## config.mk

```make
export PLATFORM = sky130hd
export DESIGN_NAME = rpn_stack_core
export DESIGN_NICKNAME = d
export VERILOG_FILES = /design/src/rtl/rpn_pkg.sv /design/src/rtl/reg_load_enable.sv /design/src/rtl/rpn_alu.sv /design/src/rtl/rpn_stack_core.sv
export SDC_FILE = /design/constraint.sdc
export NUM_CORES = 1
export LEC_CHECK = 0
export ABC_AREA = 1
export CAP_MARGIN = 15
export CORE_MARGIN = 2
export CORE_UTILIZATION = 60
export CTS_CLUSTER_DIAMETER = 150
export CTS_CLUSTER_SIZE = 40
export DETAILED_ROUTE_END_ITERATION = 7
export HOLD_SLACK_MARGIN = 0.03
export PLACE_DENSITY = 0.78
export SLEW_MARGIN = 15
export SYNTH_ARGS = -nofsm -noshare
export SYNTH_HDL_FRONTEND = slang
export SYNTH_SLANG_ARGS = --single-unit
```

## constraint.sdc

```tcl
create_clock -name CLOCK_50 -period 9.5 [get_ports CLOCK_50]
set_input_delay 2.85 -clock CLOCK_50 [delete_from_list [all_inputs] [get_ports CLOCK_50]]
set_output_delay 2.85 -clock CLOCK_50 [all_outputs]
set_load 0.02 [all_outputs]
```

## src/rtl/rpn_pkg.sv

```systemverilog
// Shared opcodes, FSM encodings and opcode classification for the RPN core.
// Define RPN_MUL_EN to make opcode 4'hA a binary multiply.
package rpn_pkg;

  localparam logic [3:0] OP_NOP   = 4'h0;
  localparam logic [3:0] OP_PUSH  = 4'h1;
  localparam logic [3:0] OP_POP   = 4'h2;
  localparam logic [3:0] OP_ADD   = 4'h3;
  localparam logic [3:0] OP_SUB   = 4'h4;
  localparam logic [3:0] OP_AND   = 4'h5;
  localparam logic [3:0] OP_OR    = 4'h6;
  localparam logic [3:0] OP_DUP   = 4'h7;
  localparam logic [3:0] OP_SWAP  = 4'h8;
  localparam logic [3:0] OP_CLEAR = 4'h9;
  localparam logic [3:0] OP_MUL   = 4'hA;

  localparam logic [1:0] S_IDLE = 2'd0;
  localparam logic [1:0] S_EXEC = 2'd1;
  localparam logic [1:0] S_WB   = 2'd2;

  function automatic logic is_binary(input logic [3:0] op);
    case (op)
      OP_ADD, OP_SUB, OP_AND, OP_OR: return 1'b1;
`ifdef RPN_MUL_EN
      OP_MUL: return 1'b1;
`endif
      default: return 1'b0;
    endcase
  endfunction

endpackage

```

## src/rtl/reg_load_enable.sv

```systemverilog
// Load-enable register, async active-high clear. Latency 1 cycle.
// No backpressure: captures d on any edge where en is high.
module reg_load_enable #(
  parameter int WIDTH = 8
) (
  input  logic             clk,
  input  logic             rst,
  input  logic             en,
  input  logic [WIDTH-1:0] d,
  output logic [WIDTH-1:0] q
);

  always_ff @(posedge clk or posedge rst) begin
    if (rst)     q <= '0;
    else if (en) q <= d;
  end

endmodule

```

## src/rtl/rpn_alu.sv

```systemverilog
// Combinational RPN ALU, result = a op b (a is NOS); zero latency.
// No handshake; MUL exists only when RPN_MUL_EN is defined.
module rpn_alu import rpn_pkg::*; #(
  parameter int WIDTH = 8
) (
  input  logic [3:0]       op,
  input  logic [WIDTH-1:0] a,
  input  logic [WIDTH-1:0] b,
  output logic [WIDTH-1:0] result
);

`ifdef RPN_MUL_EN
  logic [2*WIDTH-1:0] prod;
  assign prod = {{WIDTH{1'b0}}, a} * {{WIDTH{1'b0}}, b};
`endif

  always_comb begin
    result = '0;
    case (op)
      OP_ADD: result = a + b;
      OP_SUB: result = a - b;
      OP_AND: result = a & b;
      OP_OR:  result = a | b;
`ifdef RPN_MUL_EN
      OP_MUL: result = prod[WIDTH-1:0];
`endif
      default: result = '0;
    endcase
  end

endmodule

```

## src/rtl/rpn_stack_core.sv

```systemverilog
// RPN operand stack + ALU; done 1 cycle after accept (2 for binary ops), RPN_MUL_EN adds MUL.
// cmd_ready only in S_IDLE; cmd_valid while busy is ignored, source must hold it.
module rpn_stack_core import rpn_pkg::*; #(
  parameter int WIDTH = 8,
  parameter int DEPTH = 16
) (
  input  logic                       CLOCK_50,
  input  logic                       reset,
  input  logic                       cmd_valid,
  output logic                       cmd_ready,
  input  logic [3:0]                 cmd_op,
  input  logic [WIDTH-1:0]           cmd_data,
  output logic                       done,
  output logic [WIDTH-1:0]           top,
  output logic [$clog2(DEPTH+1)-1:0] depth,
  output logic                       err_ovf,
  output logic                       err_unf
);

  localparam int DW = $clog2(DEPTH + 1);
  localparam int IW = $clog2(DEPTH);
  localparam logic [DW-1:0] FULL = DW'(DEPTH);

  logic [1:0]         state, state_nxt;
  logic               accept;
  logic [WIDTH+3:0]   cmd_q;
  logic [3:0]         op_q;
  logic [WIDTH-1:0]   data_q;
  logic [WIDTH-1:0]   stk [DEPTH];
  logic [IW-1:0]      idx_top, idx_nos, idx_push;
  logic [WIDTH-1:0]   tos, nos, alu_res, res_q;
  logic [DW-1:0]      depth_nxt;
  logic               ovf_nxt, unf_nxt, wr_en, swap_en;
  logic [IW-1:0]      wr_idx;
  logic [WIDTH-1:0]   wr_dat;

  assign cmd_ready = (state == S_IDLE);
  assign done      = (state == S_WB);
  assign accept    = cmd_valid && cmd_ready;

  reg_load_enable #(.WIDTH(WIDTH + 4)) u_cmd_reg (
    .clk (CLOCK_50),
    .rst (reset),
    .en  (accept),
    .d   ({cmd_op, cmd_data}),
    .q   (cmd_q)
  );
  assign op_q   = cmd_q[WIDTH+3:WIDTH];
  assign data_q = cmd_q[WIDTH-1:0];

  assign idx_top  = IW'(depth - DW'(1));
  assign idx_nos  = IW'(depth - DW'(2));
  assign idx_push = IW'(depth);
  assign tos      = stk[idx_top];
  assign nos      = stk[idx_nos];
  assign top      = (depth == '0) ? '0 : tos;

  rpn_alu #(.WIDTH(WIDTH)) u_alu (
    .op     (op_q),
    .a      (nos),
    .b      (tos),
    .result (alu_res)
  );

  always_comb begin
    state_nxt = state;
    case (state)
      S_IDLE:  if (accept) state_nxt = is_binary(cmd_op) ? S_EXEC : S_WB;
      S_EXEC:  state_nxt = S_WB;
      S_WB:    state_nxt = S_IDLE;
      default: state_nxt = S_IDLE;
    endcase
  end

  // Writeback decode: every error path leaves contents and depth untouched.
  always_comb begin
    depth_nxt = depth;
    ovf_nxt   = err_ovf;
    unf_nxt   = err_unf;
    wr_en     = 1'b0;
    swap_en   = 1'b0;
    wr_idx    = idx_push;
    wr_dat    = data_q;
    if (state == S_WB) begin
      if (is_binary(op_q)) begin
        if (depth < DW'(2)) unf_nxt = 1'b1;
        else begin
          wr_en     = 1'b1;
          wr_idx    = idx_nos;
          wr_dat    = res_q;
          depth_nxt = depth - DW'(1);
        end
      end else begin
        case (op_q)
          OP_PUSH: begin
            if (depth == FULL) ovf_nxt = 1'b1;
            else begin
              wr_en     = 1'b1;
              depth_nxt = depth + DW'(1);
            end
          end
          OP_POP: begin
            if (depth == '0) unf_nxt = 1'b1;
            else depth_nxt = depth - DW'(1);
          end
          OP_DUP: begin
            if (depth == FULL) ovf_nxt = 1'b1;
            else if (depth == '0) unf_nxt = 1'b1;
            else begin
              wr_en     = 1'b1;
              wr_dat    = tos;
              depth_nxt = depth + DW'(1);
            end
          end
          OP_SWAP: begin
            if (depth < DW'(2)) unf_nxt = 1'b1;
            else swap_en = 1'b1;
          end
          OP_CLEAR: begin
            depth_nxt = '0;
            ovf_nxt   = 1'b0;
            unf_nxt   = 1'b0;
          end
          default: ;
        endcase
      end
    end
  end

  always_ff @(posedge CLOCK_50 or posedge reset) begin
    if (reset) begin
      state   <= S_IDLE;
      depth   <= '0;
      err_ovf <= 1'b0;
      err_unf <= 1'b0;
    end else begin
      state   <= state_nxt;
      depth   <= depth_nxt;
      err_ovf <= ovf_nxt;
      err_unf <= unf_nxt;
    end
  end

  // Storage and ALU result carry no reset; depth alone defines validity.
  always_ff @(posedge CLOCK_50) begin
    if (state == S_EXEC) res_q <= alu_res;
    if (wr_en) stk[wr_idx] <= wr_dat;
    if (swap_en) begin
      stk[idx_top] <= nos;
      stk[idx_nos] <= tos;
    end
  end

endmodule

```

==> reports/metrics.cfg <==
[critical_path]
crit_chain = buf_4, inv_2, ha_1, inv_1, buf_4, nand2_1, nand3_1, nand3_1, nand2_1, inv_2, nor2_1, clkdlybuf4s50_1
worst-endpoint-arrival_ns = 4.90
startpoint_type = flip-flop
rr_worst_depth = 27
rrSetupSlack_ns = 3.72
r2r_end = res_q[7]$_DFFE_PP_
max_stage_delay_ns = 0.87
crit_required_ns = 6.65
cp-startpoint = depth[1]$_DFFE_PP0P_
end_kind = primary output
critPathSlowestCell = nand2_1
r2r_start = depth[1]$_DFFE_PP0P_
crit_type = flip-flop to primary output
cp_max_fo = 39

[yosys]
synth_cell_types = 38
ys.flop_type = edfxtp_1
synth-seq-cells = 157
post-synth-top-count-cell = nand2_1
ys_seq_area_frac = 0.418
async_flop_share = 0.134
synth_nets = 1620
avgSynthCellArea_um2 = 6.96
yosysTopAreaCell = edfxtp_1
synth_warnings = 0
synth_edf_count = 136
synth_top_area_frac = 0.370
ys_top_cells_by_area = edfxtp_1, nand2_1, nand3_1, dfrtp_1, o21ai_0
synthTopCellsByCount = nand2_1, nand3_1, edfxtp_1, inv_1, o21ai_0
syn_area_mm2 = 0.0110
syn_inst = 1586

[sta]
rsz0062_at_grt = no
finalSetupViolCount = 0
period_needed_ns = 7.75
fin_tns_setup_ns = 0
slew_viol_final = 0
skew_ns = 0.0163
worst_slew_pin_slew_ns = 1.16
period_share = 0.816
hold_viol = 0
slew_headroom = 0.224
fmax_mhz = 129

[clock_network]
cts_buffer_depth = 2
cts_tree = done
cts_buffers = 17
cts_setup_buffers = 0
root_buffer = clkbuf_16
path_clk_slew_ns = 0.06
htree_levels = 4
hold_buffers = 0
clock_sinks = 157
post_cts_resized = 0
clk_latency_ns = 0.44

[floorplan]
fp-row-count = 49
dieArea_mm2 = 0.0195
die_h_um = 140
coreArea_mm2 = 0.0180
initial_utilization = 0.612
io_pins = 32
fp.dieW_um = 140

[placed_design]
io_buffers = 31
placed_cell_area_mm2 = 0.0113
place_congestion = 1.01
place_inst = 1778
dp_hpwl_mm = 25.6

[cells_and_area]
n_fill_cell = 1605
n_antenna_cell = 0
finalNonFillerCells = 1809
fin_area_mm2 = 0.0119
fin_nets = 1602
fin_util = 0.659
area_delta_synth_final_pct = 7.68
layout-drive-gt1-share = 0.0646

[routing]
drt_iter0_drc = 1688
finalWirelength_mm = 37.6
wl_per_cell_um = 20.8
viasPerCell = 6.04
drtAntennaViolNets = 0
dr_total_vias = 10900
firstDrtPassIters = 8
drcViolationCount = 2

[hold_path]
min_to = err_ovf$_DFFE_PP0P_
hold_path_startpoint = err_ovf$_DFFE_PP0P_
hp-class = flip-flop to flip-flop
whs_path_depth = 2

[global_route]
busiest_layer = met2
grtUsageMet1 = 0.543
grt-ovfl-total = 0
grt_max_degree = 100
grtUsageMet3 = 0.0771
antenna_found_initial = 0
grt.total_usage = 0.389
grt_pass1_vias = 9919
met2_usage = 0.593
grt_pass1_wl_mm = 57.5

[status]
violations = DRC
outcome = finished, violations left

[job]
maxCapViolations = 0

## worst max-delay path by stage
stage / slack [ns] / to
floorplan: 3.98 / top[6]
detailed placement: 2.38 / top[4]
finish: 1.75 / top[4]
CTS: 1.90 / top[4]
global route: 1.60 / top[4]
global placement: 2.47 / top[4]
## cells by family after synthesis
family,after synthesis,synth area share
and+or+nand+nor,922,0.341
buffers and inverters,244,0.0935
AOI/OAI and AO/OA,227,0.109
DFF,157,0.418
adders and majority gates,19,0.0222
xor gates and xnor gates,14,0.0138
muxes,3,0.00306
## per-stage QoR
| step | hold WS, ns | setup WS [ns] |
|---|---|---|
| global route | 0.534 | 1.60 |
| finish | 0.500 | 1.75 |
| global placement | 0.469 | 2.47 |
| floorplan | 0.492 | 3.98 |
| detailed placement | 0.487 | 2.38 |
| CTS | 0.501 | 1.90 |
## cells in the final DEF (no fill, tap or decap), drive strengths merged, types with 7 or more instances in the layout
master         instances
inv                  172
nand3                148
ha                    18
o211ai                19
o21ai                112
dfrtp                 21
o22ai                  7
buf                    9
clkbuf                18
clkdlybuf4s50         31
edfxtp               136
nor2                  90
nand2                667
a21oi                 86
xor2                  12
nand4                  7
## flip-flops by register name, summed over array words and instances, names as in the netlist
| name | flops |
|---|---|
| err_ovf | 1 |
| state | 2 |
| u_cmd_reg.q | 12 |
| stk | 128 |
| err_unf | 1 |
| depth | 5 |
| res_q | 8 |
## per-layer routing
layer	up-vias	share of wire
met2	722	0.44
met5	-	0
met3	133	0.12
met4	0	0.050
met1	4986	0.40
li1	5085	-
## critical path: cells and delay by family, from the launching register on
kind                     cells  cell delay, ns
adder cells (fa/ha/maj)      1            0.38
buffers and inverters        6            2.43
flip-flops                   1            0.36
AND/OR/NAND/NOR              5            1.28
## area by class of cell
type / count / area (um^2) / share of cell area
well taps: 229 / 287 / 0.0241
multi-input cells: 1185 / 5390 / 0.454
inverters: 167 / 627 / 0.0528
repair buffers: 40 / 378 / 0.0318
clock inverters: 13 / 154 / 0.0130
flip-flops and latches: 157 / 4610 / 0.388
clock buffers: 18 / 429 / 0.0361
Power is left out: the tool's default activity adds up to more than one toggle a clock period on the data nets, which glitch-free logic cannot reach.
